--- src/rtl/shared_dff_arbiter.sv ---
// Round-robin owner arbiter and write sequencer for one shared
// WIDTH-bit register with complementary outputs.
module shared_dff_arbiter #(
    parameter int N_REQ    = 4,
    parameter int WIDTH    = 8,
    parameter int MAX_HOLD = 4
) (
    input  logic                       clk,
    input  logic                       rst,
    input  logic [N_REQ-1:0]           req,
    input  logic [N_REQ-1:0]           wr,
    input  logic [N_REQ*WIDTH-1:0]     din,
    output logic [N_REQ-1:0]           gnt,
    output logic [$clog2(N_REQ)-1:0]   owner,
    output logic                       busy,
    output logic [WIDTH-1:0]           q,
    output logic [WIDTH-1:0]           qn
);

    localparam int OW = $clog2(N_REQ);
    localparam int HW = $clog2(MAX_HOLD + 1);

    localparam logic [0:0] IDLE = 1'b0;
    localparam logic [0:0] BUSY = 1'b1;

    logic [0:0]       state;
    logic [OW-1:0]    ptr;
    logic [OW-1:0]    sel_idx;
    logic [OW-1:0]    nxt_ptr;
    logic             sel_found;
    logic [HW-1:0]    hold_cnt;
    logic [WIDTH-1:0] din_a [N_REQ];
    logic             own_req;
    logic             own_wr;
    logic             others;
    logic             last;

    for (genvar i = 0; i < N_REQ; i++) begin : g_din
        assign din_a[i] = din[i*WIDTH +: WIDTH];
    end

    // first set request at or above ptr, wrapping
    always_comb begin
        int j;
        sel_found = 1'b0;
        sel_idx   = '0;
        j         = 0;
        for (int k = 0; k < N_REQ; k++) begin
            j = int'(ptr) + k;
            if (j >= N_REQ) j = j - N_REQ;
            if (!sel_found && req[j]) begin
                sel_found = 1'b1;
                sel_idx   = OW'(j);
            end
        end
    end

    assign own_req = req[owner];
    assign own_wr  = wr[owner];
    assign others  = |(req & ~gnt);
    assign last    = own_req && others &&
                     (hold_cnt >= HW'(MAX_HOLD - 1));
    assign nxt_ptr = (owner == OW'(N_REQ - 1)) ?
                     '0 : owner + 1'b1;

    assign busy = (state == BUSY);
    assign qn   = ~q;

    always_ff @(posedge clk or negedge rst) begin
        if (!rst) begin
            state    <= IDLE;
            gnt      <= '0;
            owner    <= '0;
            ptr      <= '0;
            hold_cnt <= '0;
            q        <= '0;
        end else begin
            case (state)
                IDLE: begin
                    if (sel_found) begin
                        gnt      <= N_REQ'(1) << sel_idx;
                        owner    <= sel_idx;
                        hold_cnt <= '0;
                        state    <= BUSY;
                    end
                end
                BUSY: begin
                    if (own_req && own_wr)
                        q <= din_a[owner];
                    if (hold_cnt != HW'(MAX_HOLD))
                        hold_cnt <= hold_cnt + 1'b1;
                    // release and preempt both hand over via IDLE
                    if (!own_req || last) begin
                        gnt   <= '0;
                        ptr   <= nxt_ptr;
                        state <= IDLE;
                    end
                end
                default: state <= IDLE;
            endcase
        end
    end

endmodule

--- config.mk ---
export PLATFORM = sky130hd
export DESIGN_NAME = shared_dff_arbiter
export DESIGN_NICKNAME = d
export VERILOG_FILES = /design/src/rtl/shared_dff_arbiter.sv
export SDC_FILE = /design/constraint.sdc
export NUM_CORES = 1
export LEC_CHECK = 0
export ABC_AREA = 0
export ABC_CLOCK_PERIOD_IN_PS = 2040
export BUFFER_PORTS_ARGS = -buffer_cell sky130_fd_sc_hd__buf_4
export CAP_MARGIN = 20
export CELL_PAD_IN_SITES_DETAIL_PLACEMENT = 0
export CELL_PAD_IN_SITES_GLOBAL_PLACEMENT = 2
export CORE_AREA = 2 2 73 75
export CTS_CLUSTER_DIAMETER = 100
export DETAILED_ROUTE_END_ITERATION = 7
export DIE_AREA = 0 0 75 77
export PLACE_DENSITY_LB_ADDON = 0.1
export SLEW_MARGIN = 10
export SYNTH_ARGS = -nofsm -noshare
export SYNTH_HDL_FRONTEND = slang
export SYNTH_SLANG_ARGS = --single-unit
--- constraint.sdc ---
create_clock -name clk -period 2.04 [get_ports clk]
set_input_delay 0.102 -clock clk [delete_from_list [all_inputs] [get_ports clk]]
set_output_delay 0.102 -clock clk [all_outputs]
set_load 0.01 [all_outputs]
; Yosys cells after proc, flatten, opt, wreduce, memory -nomap -nowiden
; Cells that the tools add are included.
[classes]
add_sub_neg = 9
muxes = 41
n_eq_ne = 5
shifts = 1
magnitude_cmp = 11
reduce_logical = 17
n_bitwise = 5
[ops]
columns = operator, n
row1 = $lt A32 B4 Y1 const B, 4
row2 = $mux W32, 4
row3 = $bmux W8 S2, 1
row4 = $mux W1, 16
row5 = $mux W8, 2
row6 = $bmux W1 S2, 6
row7 = $ge A3 B3 Y1 const B, 4
row8 = $sub A3 B3 Y4 const B, 3
row9 = $mux W2, 5
row10 = $reduce_and A2 Y1, 5
row11 = $mux W4, 2
row12 = $not A8 Y8, 1
row13 = $pmux W4 S2, 1
row14 = $add A2 B2 Y3 const B, 2
row15 = $logic_and A1 B1 Y1, 6
row16 = $mux W3, 2
row17 = $pmux W3 S2, 1
row18 = $and A4 B4 Y4, 1
row19 = $logic_not A1 Y1, 4
row20 = $ne A2 B1 Y1 const B, 2
row21 = $not A4 Y4, 1
row22 = $reduce_or A4 Y1, 1
row23 = $shl A1 B2 Y4 const A, 1
row24 = $sub A2 B3 Y4 const B, 1
row25 = other kinds (13), 13
[word_totals]
ff_bits = 20
word_cells = 95

; Longest topological paths before layout
[depth]
word_depth = 18
depth_mapped = 6

; Least setup slack after synthesis
; Ideal clock, no wire load.
[synth_timing]
path_kind = register -> register
startpoint = register hold_cnt[0]
endpoint = register ptr[1]
path_buffers = 0
period_less_slack_ps = 1709
slack_ps = 331
required_ps = 1915
t_arrival_ps = 1584
path_stages_with_launch = 6
cell_sequence = dfrtp_1 ha_1 ha_1 a211oi_1 o311ai_4 mux2_4
[synth_via]
elab_chain_cells = 4
[synth_rtl]
columns = element, line_no
row1 = start: declaration, 31  ; logic [HW-1:0] hold_cnt;
row2 = start signal: assignment, 91  ; hold_cnt <= hold_cnt + 1'b1;
row3 = $ge A3 B2 Y1, 62  ; (hold_cnt >= HW'(MAX_HOLD - 1));
row4 = $logic_and A1 B1 Y1, 61  ; assign last = own_req && others &&
row5 = $logic_or A1 B1 Y1, 93  ; if (!own_req || last) begin
row6 = $reduce_and A2 Y1 (no source line), --
row7 = end signal: assignment, 95  ; ptr <= nxt_ptr;
row8 = end: declaration, 27  ; logic [OW-1:0] ptr;
; No other way between the ends.
; A chain may end at the register's enable or synchronous reset.

; Worst setup path after layout
; Ends and elaborated chain as after synthesis.

==> flow_summary.yaml <==
run_status:
  status: "complete, no violations"
clock_network:
  cts_made_buffers: 3
  cts_tree: "built"
  clockBufferDepth: 2
  h-tree-depth: 1
  root_buffer: "clkbuf_8"
  cts_sinks: 20
  clock_latency_ns: 0.26
  clk_pin_slew_worst_paths_ns: 0.08
floorplan:
  boundaryPins: 65
  start_util: 0.264
  coreArea_mm2: 0.00498
  die_y_um: 77
  rows: 26
  die_w_um: 75
  die_area_mm2: 0.00578
worst_setup_path:
  cp_data_required_time_ns: 2.19
  cp-start-kind: "flip-flop"
  critPathCaptureType: "flip-flop"
  crit_fanout: 7
  arrival_ns: 1.97
  worstSetupPathType: "reg2reg"
routing:
  wl_per_cell_um: 14.5
  via_per_inst: 4.65
  first_pass_iters: 4
  num_vias: 1180
  drcViolationCount: 0
  routed_wl_um: 3690
  antenna_left: 0
  initialDrtViolationCount: 42
synth:
  synth_seq_cells: 20
  synthArstFlopShare: 1.00
  synth_top_area_frac: 0.381
  yosysTopAreaCell: "dfrtp_1"
  syn_nets: 163
  synthCells: 117
  yosysWarnings: 0
  seq_area_frac_synth: 0.381
  synth.area.top_cells: "dfrtp_1 (38%), mux4_2 (14%), mux2_2 (6.0%)"
  synth_edf_count: 0
  syn_avg_cell_area_um2: 11.2
  synth_area_mm2: 0.00131
  ys_types: 34
  ys.flop_type: "dfrtp_1"
layout:
  mostFrequentLayoutCells: "buf_4 (68), dfrtp_1 (20), inv_1 (13), nand2_1 (11), mux4_2 (8)"
  layout_commonest_cell: "buf_4"
  ff_latch_area_um2: 500
  num_antenna_cells: 0
  stdcell_count: 254
  fillerInstances: 504
  syn_to_final_growth_pct: 48.0
  post-route-util: 0.390
  nNetsFinal: 231
  multi_input_area_um2: 727
  drive_above_1_share: 0.511
grt:
  grt_use_total: 0.131
  grt_pass1_vias: 1156
  antenna_found_initial: 0
  grt_pass1_wl_um: 5800
  grt_max_degree: 21
  grt_overflow: 0
run:
  max_cap_violations: 0
timing:
  worst_slew_pin_slew_ns: 0.480
  min_period_ns: 1.82
  rsz0062_at_grt: "false"
  setup_violations: 0
  max_freq_mhz: 548
  finalHoldViolCount: 0
  relSlewSlack: 0.679
  fin_ws_ns: 0.217
  tns_ns: 0
  slew_violations: 0
  finalClockSkew_ns: 0.00185
  period_share: 0.894
placed_design:
  dp_slack_ns: 0.215
  place_hpwl_um: 2790
  gp_congestion: 0.730
  numPortBuffers: 64
  dpl.cell_count: 249
power:
  report.power.total_w: 0.00276
  leakage_nw: 0.915
  vdd_drop_max_uv: 493
  power.density_mw_per_mm2: 1420
min_path:
  hp-class: "in2reg"
## cells by family after synthesis
| family | synth area share |
|---|---|
| buffers and inverters | 0.0648 |
| adder cells (fa/ha/maj) | 0.0381 |
| AO/OA/AOI/OAI | 0.133 |
| multiplexers | 0.248 |
| flip-flops | 0.381 |
| AND/OR/NAND/NOR | 0.135 |
## worst paths after layout
check                               to  slack, ns  cells after the start        start
min in group asynchronous         q[4]       0.26                      2          rst
worst max register to register  ptr[1]       0.22                      5  hold_cnt[0]
worst min register to register    q[2]       0.54                      1         q[2]
worst min-delay path              busy       0.22                      3       req[2]
max in group asynchronous       ptr[1]       1.55                      2          rst
worst max-delay path            ptr[1]       0.22                      5  hold_cnt[0]
## worst max-delay path: stages (launching register included)
cell      delay, ns
dfrtp_1        0.42
ha_1           0.21
ha_1           0.17
a211oi_1       0.36
o311ai_4       0.21
mux2_4         0.33
## sequential cells by signal (all words and copies together), names as in the netlist
register / count
owner: 2
ptr: 2
q: 8
hold_cnt: 3
busy: 1
gnt: 4
## area by class of cell
cell class,instances,share of cell area
Clock buffer,4,0.0283
Inverter,14,0.0270
Multi-Input combinational cell,77,0.374
Sequential cell,20,0.258
Tap cell,70,0.0451
Timing Repair Buffer,69,0.268
## routing by layer
metal  GRT usage  up-vias  share of wire
met5           0        -              0
met4      0.0429        0          0.014
met3      0.0237        5          0.079
met2       0.223       45           0.49
met1       0.164      573           0.42
li1            -      557              -
## synthesized netlist by cell type, drive strengths merged (2+ instances only)
library cell   n
dfrtp         20
o21ai          5
ha             4
inv           14
nand2         11
o2bb2ai        2
nor2           4
nor2b          5
a21oi          2
nand3          6
o32ai          3
buf            6
mux4           8
nor4b          2
mux2          11
## repair_timing
action	CTS	global route
hold buffers	1	0
resized for setup	0	0
endpoints found under the hold margin	20	0
setup buffers	0	0
## metrics by stage
step           area, µm²  hold slack (ns)
2_1_floorplan       1310           -0.194
3_3_place_gp        1880          0.00178
3_5_place_dp        1880           0.0111
4_1_cts             1940            0.205
5_1_grt             1940            0.246
6_report            1940            0.215
## where the power goes
part	switching [W]	internal [W]
Combinational	0.000751	0.000906
Sequential	0.000189	0.000599
Clock	0.000140	0.000172
Total	0.00108	0.00168
(Power assumes the default switching activity.)
